**config.mk**
```make
export PLATFORM = sky130hd
export DESIGN_NAME = time_counter_flat
export DESIGN_NICKNAME = d
export VERILOG_FILES = /design/src/rtl/clock_pkg.sv /design/src/rtl/time_counter_if.sv /design/src/rtl/bcd_digit.sv /design/src/rtl/time_counter.sv /design/src/flat_wrapper.sv
export SDC_FILE = /design/constraint.sdc
export NUM_CORES = 1
export LEC_CHECK = 0
export BUFFER_PORTS_ARGS = -buffer_cell sky130_fd_sc_hd__buf_4
export CAP_MARGIN = 20
export CORE_MARGIN = 3
export CORE_UTILIZATION = 49
export DETAILED_ROUTE_END_ITERATION = 12
export PLACE_DENSITY = 0.79
export SYNTH_ARGS = -nofsm -noshare
export SYNTH_HDL_FRONTEND = slang
export SYNTH_SLANG_ARGS = --single-unit
```
**constraint.sdc**
```tcl
create_clock -name clock -period 2.8 [get_ports clock]
set_input_delay 0.14 -clock clock [delete_from_list [all_inputs] [get_ports clock]]
set_output_delay 0.14 -clock clock [all_outputs]
set_load 0.05 [all_outputs]
```
**src/rtl/clock_pkg.sv**
```systemverilog
// Shared types and digit limits for the alarm clock time path.
// Every BCD field is one 4-bit digit.
package clock_pkg;

    typedef logic [3:0] digit_t;

    localparam digit_t MIN_LS_MAX      = 4'd9;
    localparam digit_t MIN_MS_MAX      = 4'd5;
    localparam digit_t HR_LS_MAX       = 4'd9;
    localparam digit_t HR_MS_MAX       = 4'd2;
    localparam digit_t HR_LS_MAX_AT_20 = 4'd3;

    function automatic logic time_valid(
        input digit_t hr_ms,
        input digit_t hr_ls,
        input digit_t min_ms,
        input digit_t min_ls
    );
        logic hr_ok;
        hr_ok = (hr_ms < HR_MS_MAX && hr_ls <= HR_LS_MAX) ||
                (hr_ms == HR_MS_MAX && hr_ls <= HR_LS_MAX_AT_20);
        return hr_ok && min_ms <= MIN_MS_MAX && min_ls <= MIN_LS_MAX;
    endfunction

endpackage

```
**src/rtl/time_counter_if.sv**
```systemverilog
// Strobe and BCD bus between the timing generator/alarm controller
// and the time counter; slave is the counter side.
interface time_counter_if;
    import clock_pkg::*;

    logic   one_minute;
    logic   one_second;
    logic   load_time;
    digit_t new_hr_ms;
    digit_t new_hr_ls;
    digit_t new_min_ms;
    digit_t new_min_ls;
    digit_t cur_hr_ms;
    digit_t cur_hr_ls;
    digit_t cur_min_ms;
    digit_t cur_min_ls;
    logic   day_wrap;
    logic   load_error;
    logic   colon;

    modport master (
        output one_minute, one_second, load_time,
        output new_hr_ms, new_hr_ls, new_min_ms, new_min_ls,
        input  cur_hr_ms, cur_hr_ls, cur_min_ms, cur_min_ls,
        input  day_wrap, load_error, colon
    );

    modport slave (
        input  one_minute, one_second, load_time,
        input  new_hr_ms, new_hr_ls, new_min_ms, new_min_ls,
        output cur_hr_ms, cur_hr_ls, cur_min_ms, cur_min_ls,
        output day_wrap, load_error, colon
    );

endinterface

```
**src/rtl/bcd_digit.sv**
```systemverilog
// One BCD digit counting 0..wrap_val; load has priority over inc.
// carry_out is combinational so the next digit steps in the same edge.
module bcd_digit
    import clock_pkg::*;
(
    input  logic   clock,
    input  logic   reset,
    input  logic   inc,
    input  logic   load,
    input  digit_t load_val,
    input  digit_t wrap_val,
    output digit_t value,
    output logic   carry_out
);

    assign carry_out = inc && (value == wrap_val);

    always_ff @(posedge clock or posedge reset) begin
        if (reset) begin
            value <= '0;
        end else if (load) begin
            value <= load_val;
        end else if (inc) begin
            value <= (value == wrap_val) ? 4'd0 : value + 4'd1;
        end
    end

endmodule

```
**src/rtl/time_counter.sv**
```systemverilog
// HH:MM time-of-day counter: minute advance, validated load,
// day wrap pulse and a second-rate display colon.
module time_counter
    import clock_pkg::*;
(
    input logic           clock,
    input logic           reset,
    time_counter_if.slave tc
);

    digit_t min_ls, min_ms, hr_ls, hr_ms;
    logic   min_ls_co, min_ms_co, hr_ls_co, hr_ms_co;
    logic   load_ok, advance, at_23, day_end;
    logic   hr_load;
    digit_t hr_ms_val, hr_ls_val;

    assign load_ok = tc.load_time &&
                     time_valid(tc.new_hr_ms, tc.new_hr_ls,
                                tc.new_min_ms, tc.new_min_ls);
    // A load of either kind swallows a coincident minute.
    assign advance = tc.one_minute && !tc.load_time;
    assign at_23   = (hr_ms == HR_MS_MAX) && (hr_ls == HR_LS_MAX_AT_20);
    assign day_end = min_ms_co && at_23;

    // 23 -> 00 is done by loading zero into both hour digits.
    assign hr_load   = load_ok || day_end;
    assign hr_ms_val = load_ok ? tc.new_hr_ms : 4'd0;
    assign hr_ls_val = load_ok ? tc.new_hr_ls : 4'd0;

    bcd_digit u_min_ls (
        .clock     (clock),
        .reset     (reset),
        .inc       (advance),
        .load      (load_ok),
        .load_val  (tc.new_min_ls),
        .wrap_val  (MIN_LS_MAX),
        .value     (min_ls),
        .carry_out (min_ls_co)
    );

    bcd_digit u_min_ms (
        .clock     (clock),
        .reset     (reset),
        .inc       (min_ls_co),
        .load      (load_ok),
        .load_val  (tc.new_min_ms),
        .wrap_val  (MIN_MS_MAX),
        .value     (min_ms),
        .carry_out (min_ms_co)
    );

    bcd_digit u_hr_ls (
        .clock     (clock),
        .reset     (reset),
        .inc       (min_ms_co && !at_23),
        .load      (hr_load),
        .load_val  (hr_ls_val),
        .wrap_val  (HR_LS_MAX),
        .value     (hr_ls),
        .carry_out (hr_ls_co)
    );

    bcd_digit u_hr_ms (
        .clock     (clock),
        .reset     (reset),
        .inc       (hr_ls_co),
        .load      (hr_load),
        .load_val  (hr_ms_val),
        .wrap_val  (HR_MS_MAX),
        .value     (hr_ms),
        .carry_out (hr_ms_co)
    );

    always_ff @(posedge clock or posedge reset) begin
        if (reset) begin
            tc.day_wrap   <= 1'b0;
            tc.load_error <= 1'b0;
            tc.colon      <= 1'b1;
        end else begin
            tc.day_wrap   <= advance && day_end;
            tc.load_error <= tc.load_time && !load_ok;
            if (load_ok)
                tc.colon <= 1'b1;
            else if (tc.one_second)
                tc.colon <= ~tc.colon;
        end
    end

    assign tc.cur_hr_ms  = hr_ms;
    assign tc.cur_hr_ls  = hr_ls;
    assign tc.cur_min_ms = min_ms;
    assign tc.cur_min_ls = min_ls;

    logic unused_carry;
    assign unused_carry = hr_ms_co;

endmodule

```
**src/flat_wrapper.sv**
```systemverilog
// flat-port wrapper written by rule: the top's interface ports become plain ports
module time_counter_flat import clock_pkg::*;
  (clock, reset, tc_one_minute, tc_one_second, tc_load_time, tc_new_hr_ms, tc_new_hr_ls, tc_new_min_ms, tc_new_min_ls, tc_cur_hr_ms, tc_cur_hr_ls, tc_cur_min_ms, tc_cur_min_ls, tc_day_wrap, tc_load_error, tc_colon);
  time_counter_if tc_i ();
  input logic clock;
  input logic reset;
  input wire logic [$bits(tc_i.one_minute)-1:0] tc_one_minute;
  input wire logic [$bits(tc_i.one_second)-1:0] tc_one_second;
  input wire logic [$bits(tc_i.load_time)-1:0] tc_load_time;
  input wire logic [$bits(tc_i.new_hr_ms)-1:0] tc_new_hr_ms;
  input wire logic [$bits(tc_i.new_hr_ls)-1:0] tc_new_hr_ls;
  input wire logic [$bits(tc_i.new_min_ms)-1:0] tc_new_min_ms;
  input wire logic [$bits(tc_i.new_min_ls)-1:0] tc_new_min_ls;
  output wire logic [$bits(tc_i.cur_hr_ms)-1:0] tc_cur_hr_ms;
  output wire logic [$bits(tc_i.cur_hr_ls)-1:0] tc_cur_hr_ls;
  output wire logic [$bits(tc_i.cur_min_ms)-1:0] tc_cur_min_ms;
  output wire logic [$bits(tc_i.cur_min_ls)-1:0] tc_cur_min_ls;
  output wire logic [$bits(tc_i.day_wrap)-1:0] tc_day_wrap;
  output wire logic [$bits(tc_i.load_error)-1:0] tc_load_error;
  output wire logic [$bits(tc_i.colon)-1:0] tc_colon;
  assign tc_i.one_minute = tc_one_minute;
  assign tc_i.one_second = tc_one_second;
  assign tc_i.load_time = tc_load_time;
  assign tc_i.new_hr_ms = tc_new_hr_ms;
  assign tc_i.new_hr_ls = tc_new_hr_ls;
  assign tc_i.new_min_ms = tc_new_min_ms;
  assign tc_i.new_min_ls = tc_new_min_ls;
  assign tc_cur_hr_ms = tc_i.cur_hr_ms;
  assign tc_cur_hr_ls = tc_i.cur_hr_ls;
  assign tc_cur_min_ms = tc_i.cur_min_ms;
  assign tc_cur_min_ls = tc_i.cur_min_ls;
  assign tc_day_wrap = tc_i.day_wrap;
  assign tc_load_error = tc_i.load_error;
  assign tc_colon = tc_i.colon;
  time_counter u_core (.clock(clock), .reset(reset), .tc(tc_i));
endmodule
```
==> results of run 1 <==
==> routing by layer <==
layer / part of all wire, % / routed length [µm] / global-route usage [%]
met2: 49 / 1320 / 37.1
met5: 0 / 0 / 0
met1: 44 / 1210 / 26.2
met3: 5.2 / 141 / 2.77
met4: 1.8 / 50 / 12.3
==> registers in the layout, summed over array words and instances (netlist names) <==
| signal | cells |
|---|---|
| u_core.u_hr_ls.value | 4 |
| u_core.u_min_ms.value | 4 |
| u_core.tc.load_error | 1 |
| u_core.u_min_ls.value | 4 |
| u_core.tc.day_wrap | 1 |
| u_core.u_hr_ms.value | 4 |
| u_core.tc.colon | 1 |
==> worst min path at each step <==
stage / to / slack (ps)
5_1_grt: u_core.u_min_ls.value[0] / 60
3_5_place_dp: u_core.u_min_ls.value[3] / 300
4_1_cts: u_core.u_min_ls.value[0] / 40
3_3_place_gp: u_core.u_min_ls.value[3] / 310
2_1_floorplan: u_core.tc.day_wrap / 90
6_report: u_core.u_min_ls.value[0] / 50
==> cell type report <==
class	instances	area (µm²)
inverter	4	15.0
tap	27	33.8
timing repair buffer	42	318
fill	172	564
sequential	19	477
multi-input combinational	97	628
clock buffer	4	26.3
==> cells in the mapped netlist (all sizes together) <==
cell type,count
dfrtp,18
nand2,18
nor2,11
o21ai,10
a21oi,9
a221o,6
nor2b,5
inv,4
mux2i,4
a21o,3
or2,3
xnor2,3
clkbuf,2
nand2b,2
nand3,2
nor4b,2
a22o,1
a22oi,1
a311oi,1
a41o,1
and3,1
and4bb,1
dfstp,1
mux2,1
nand3b,1
nor3,1
nor3b,1
nor4bb,1
o2111ai,1
o211ai,1
o21a,1
o31a,1
or3,1
or4,1
or4b,1
xor2,1
==> power groups by stage <==
stage	Sequential, mW	Clock (mW)	Combinational [mW]
floorplan	0.699	0	0.175
global placement	0.454	0	0.600
detailed placement	0.462	0	0.607
CTS	0.457	0.142	0.609
global route	0.476	0.154	0.643
finish	0.460	0.139	0.605
==> worst max-delay path, stage by stage (launching register included) <==
cell and delay, ps:
dfrtp_1 450, or4b_1 590, or4_4 510, a21oi_2 190, nor2_2 70, a221o_1 300
==> through the flow <==
| step | hold WS (ps) | instance area [µm²] | total power, mW |
|---|---|---|---|
| 5_1_grt | 59.1 | 1500 | 1.27 |
| 2_1_floorplan | 90.4 | 1130 | 0.874 |
| 3_5_place_dp | 304 | 1460 | 1.07 |
| 6_report | 45.6 | 1500 | 1.20 |
| 3_3_place_gp | 306 | 1460 | 1.05 |
| 4_1_cts | 42.6 | 1500 | 1.21 |
==> timing repair <==
action | 4_1_cts | 5_1_grt
endpoints found under the hold margin | 18 | 0
hold buffers | 1 | 0
setup endpoints to repair | 0 | 0
==> logic make-up (layout without fill, tap and decap cells) <==
kind of cell,after synthesis,after routing
flops,19,19
mux,5,5
xor+xnor,4,4
simple gates,52,52
compound gates,36,36
buf+inv,6,50
==> flow_summary.ini, run 1 <==
[status]
outcome = finished clean

[grt]
antenna_found_initial = 0
grt_pass1_wl_um = 4600
grt_start_max_net_pins = 20
grt-ovfl-total = 0
grt_use_total_pct = 21.8
grt_pass1_vias = 1097

[power_and_ir_drop]
p_seq_share_pct = 38.2
power_frac_comb_pct = 50.2
p_switching_mw = 0.580
power.density_mw_per_mm2 = 804
switching_share_pct = 48.1
p_leak_nw = 0.688
ir_drop_mv = 0.706
internal_power_mw = 0.625
p_clk_share_pct = 11.5

[cts]
cts_resized = 0
cts_setup_buffers = 0
clk_path_buf_depth = 2
clk_latency_ps = 290
clkTransAtPathRegs_ps = 110
clockRootBuffer = clkbuf_4
cts_buffers = 3
clock_sinks = 19
htree_num_levels = 1
cts_tree = built

[synthesis]
ys_warn_count = 0
netlist_top_cells_area = dfrtp_1 (40%), nand2_1 (6.0%), a221o_1 (5.3%), o21ai_0 (4.4%), a21oi_1 (3.6%)
synth_area_per_cell_um2 = 9.24
synth.distinct_cells = 39
syn_area_mm2 = 0.00113
synth_fp_nets = 143
synth-compound-area-share_pct = 22.1
netlist.area_leader.share_pct = 40.0
synth_seq_area_share_pct = 42.3
netlist_instances = 122
ys_ff_latch = 19
synth_simple_gate_area_share_pct = 26.0
synthAdderAreaFrac_pct = 0
synth_xor_area_share_pct = 3.11
synth_top_family_by_area = simple AND/OR/NAND/NOR gates
muxShareOfSynthArea_pct = 4.55
yosysTopAreaCell = dfrtp_1

[critical_path]
endpoint_kind = flip-flop
cp.arrival_ps = 2410
crit_fanout = 7
reg2reg_slack_ps = 580
cp-start-kind = flip-flop
r2r_end = u_core.u_hr_ms.value[1]
required_ps = 2990
timing.critical_path.from = u_core.u_hr_ms.value[2]
crit_type = reg -> reg
worstRegToRegCells = 5
r2r-start = u_core.u_hr_ms.value[2]
endpoint = u_core.u_hr_ms.value[1]

[floorplanning]
num_io_pins = 40
die_h_um = 54.0
rows = 16
die_w_um = 54.0
start_util_pct = 54.7
die_area_mm2 = 0.00291
core_area_mm2 = 0.00206

[timing]
min_period_ps = 2220
fin_worst_skew_ps = 2.71
max_freq_mhz = 451
rsz0062_at_grt = false
slew_headroom_pct = 51.3
setup_ws_ps = 582
period_share_pct = 79.2
tns_ps = 0
setup_viol = 0
tightest_slew_ps = 729
maxSlewViolCount = 0
finalHoldViolCount = 0

[final_layout]
layout.cells.non_filler = 193
mostFrequentLayoutCells = buf_4 (41), nand2_1 (18), dfrtp_1 (18)
fin_util_pct = 72.6
layout_commonest_cell = buf_4
area_delta_synth_final_pct = 32.9
antenna-diode-count = 0
drive_gt1_share_pct = 32.5
nets = 188

[routing]
antenna_left = 0
vias_per_cell = 5.72
totalWireLength_um = 2720
drtPass1Iterations = 4
drtIter0Drc = 34
drc = 0
wl_per_cell_um = 14.1
vias = 1103

[hold_path]
hold_path_class = in -> reg
worstHoldPathCells = 3
min_from = tc_new_min_ls[0]

[placed_design]
place_congestion = 0.769
dp_slack_ps = 612
dp_cells = 188
dp_hpwl_um = 2100
io_buffers = 39

[flow_run]
drv_cap = 0
Power figures use the tool's default switching activity.
==> inputs of run 2 (changes only) <==
--- a/config.mk
+++ b/config.mk
@@ -5,12 +5,13 @@
 export SDC_FILE = /design/constraint.sdc
 export NUM_CORES = 1
 export LEC_CHECK = 0
+export ABC_AREA = 1
 export BUFFER_PORTS_ARGS = -buffer_cell sky130_fd_sc_hd__buf_4
 export CAP_MARGIN = 20
 export CORE_MARGIN = 3
-export CORE_UTILIZATION = 49
+export CORE_UTILIZATION = 46
 export DETAILED_ROUTE_END_ITERATION = 12
-export PLACE_DENSITY = 0.79
+export PLACE_DENSITY = 0.75
 export SYNTH_ARGS = -nofsm -noshare
 export SYNTH_HDL_FRONTEND = slang
 export SYNTH_SLANG_ARGS = --single-unit
==> constraint.sdc (replaced) <==
create_clock -name clock -period 2 [get_ports clock]
set_input_delay 0.1 -clock clock [delete_from_list [all_inputs] [get_ports clock]]
set_output_delay 0.1 -clock clock [all_outputs]
set_load 0.05 [all_outputs]
==> run 2 against run 1 <==
Register-to-register slack worse by 20 ps. Core utilization is 11 points lower. Hold slack worse by 36 ps. Clock skew hardly changed. Via count is 18% higher.
==> flow_summary.ini, run 2 <==
[status]
outcome = finished clean

[synthesis]
synth.distinct_cells = 27
synthArstFlopShare_pct = 100
netlist_instances = 176
netlist_top_cells_area = dfrtp_1 (33%), nand2_1 (10%), nand3_1 (9.6%), nand3_2 (7.4%), inv_1 (5.3%)
yosys-top-cells-count = nand2_1 (37), nand3_1 (26), inv_1 (19)
yosysTopAreaCell = dfrtp_1
yosysMostFrequentCell = nand2_1
synth-main-ff-cell = dfrtp_1
synth_fp_nets = 197
netlist.area_leader.share_pct = 33.3
ys_warn_count = 0
syn_area_mm2 = 0.00135
synth_area_per_cell_um2 = 7.68
ys_ff_latch = 19
synth_edf_count = 0
synth_seq_area_share_pct = 35.3

[critical_path]
crit_fanout = 19
cpPeakStageDelay_ps = 530
cp-start-kind = input pin
reg2reg_slack_ps = 560
crit_path_cell_trace = dlygate4sd3_1 > buf_4 > nand2_1 > nand2_2 > nor2_4 > nand4_4 > inv_4 > o21ai_0
path_buf_inv = 3
cp.arrival_ps = 1690
required_ps = 2200
worst_path_dominant_cell_family = buffers and inverters
crit_type = in -> reg
cp_slowest_cell = dlygate4sd3_1
endpoint_kind = flip-flop

[grt]
grt_use_total_pct = 19.0
grt-ovfl-total = 0
grt_pass1_vias = 1175
grt_start_max_net_pins = 20
antenna_found_initial = 0
grt_pass1_wl_um = 5220

[power_and_ir_drop]
p_leak_nw = 0.889
ir_drop_mv = 0.673
power.density_mw_per_mm2 = 1060
power.total_mw = 1.82

[routing]
vias = 1306
vias_per_cell = 5.20
drtPass1Iterations = 4
totalWireLength_um = 3150
drc = 0
drtIter0Drc = 64
wl_per_cell_um = 12.5
antenna_left = 0

[final_layout]
layout_commonest_cell = buf_4
fillerInstances = 245
antenna-diode-count = 0
area_delta_synth_final_pct = 26.5
ff_latch_area_um2 = 477
mostFrequentLayoutCells = buf_4 (39), nand2_1 (37), nand3_1 (26)
nets = 242
drive_gt1_share_pct = 35.5
multi_input_area_um2 = 751
finalInstanceArea_mm2 = 0.00171
fin_util_pct = 61.4

[timing]
setup_viol = 0
fin_worst_skew_ps = 3.13
maxSlewViolCount = 0
finalHoldViolCount = 0
slew_headroom_pct = 50.5
max_freq_mhz = 668
min_period_ps = 1500
tightest_slew_ps = 742
tns_ps = 0
rsz0062_at_grt = false
period_share_pct = 74.9

[floorplanning]
die_area_mm2 = 0.00362
die_h_um = 60.2
rows = 19
die_w_um = 60.2
start_util_pct = 48.6
core_area_mm2 = 0.00278
num_io_pins = 40

[cts]
clockRootBuffer = clkbuf_4
clkTransAtPathRegs_ps = 110
cts_buffers = 3
clock_sinks = 19
htree_num_levels = 1
cts_resized = 0
clk_latency_ps = 300
cts_tree = built
clk_path_buf_depth = 2

[flow_run]
drv_cap = 0

[hold_path]
hold_path_class = in -> reg

[placed_design]
dpl_cell_area_mm2 = 0.00165
dp_hpwl_um = 2430
io_buffers = 39
place_congestion = 0.940
==> run 2: cell count changes in the layout (fill, tap and decap cells not counted), sizes merged, moves of 5 or more <==
cell   change
a21oi      -7
a221o      -6
inv       +20
nand2     +28
nand3     +35
nor2      +11
nor2b      -5
==> run 2: kinds of logic (layout without fill, tap and decap cells) <==
logic type,after synthesis,count (layout),synth area share [%]
compound gates,14,14,5.83
xor+xnor,6,6,3.89
buf+inv,26,70,9.17
flops,19,19,35.3
simple gates,111,111,45.8
==> run 2: what timing repair did <==
item                                   in CTS  in global routing
setup buffers                               0                  0
hold buffers                                2                  1
endpoints found under the hold margin      19                  1
==> run 2: per-layer routing <==
layer / part of all wire, % / GRT usage [%] / up-vias
met5: 0 / 0 / -
met4: 0.60 / 3.80 / 0
met3: 6.3 / 4.54 / 2
met2: 48 / 31.0 / 40
met1: 45 / 25.5 / 606
li1: - / - / 658
==> run 2: worst paths after layout <==
| check | depth (start not counted) | end | startpoint |
|---|---|---|---|
| setup reg to reg | 8 | u_core.u_hr_ms.value[3] | u_core.u_min_ls.value[1] |
| hold reg to reg | 2 | u_core.tc.colon | u_core.tc.colon |
| min in group asynchronous | 3 | u_core.u_min_ls.value[3] | reset |
| setup / recovery | 8 | u_core.u_min_ms.value[0] | tc_new_min_ms[2] |
| hold / removal | 3 | u_core.u_hr_ls.value[0] | tc_new_hr_ls[0] |
| max in group asynchronous | 3 | u_core.u_hr_ls.value[3] | reset |
==> run 2: tightest hold or removal path, cell delays in order <==
cell and delay (ps):
buf_4 80, nand2_1 50, nand3_2 60
==> run 2: metrics by stage <==
step	setup slack (ps)	std cells	hold slack, ps
after floorplan	454	176	50.4
after global placement	671	244	278
after global routing	404	251	7.63
after CTS	567	250	1.77
after detailed placement	585	244	286
final	503	251	9.55
==> run 2: power breakdown <==
part | internal, mW | switching (mW) | leakage [nW]
clock network | 0.0747 | 0.127 | 0.0177
logic | 0.312 | 0.659 | 0.625
registers | 0.491 | 0.151 | 0.246
==> run 2: area by class of cell <==
class                      instances  share of cell area (%)
inverter                          24                    5.42
sequential                        19                    27.9
clock inverter                     1                   0.293
tap                               31                    2.27
multi-input combinational        131                    43.9
clock buffer                       3                    1.32
timing repair buffer              42                    18.9
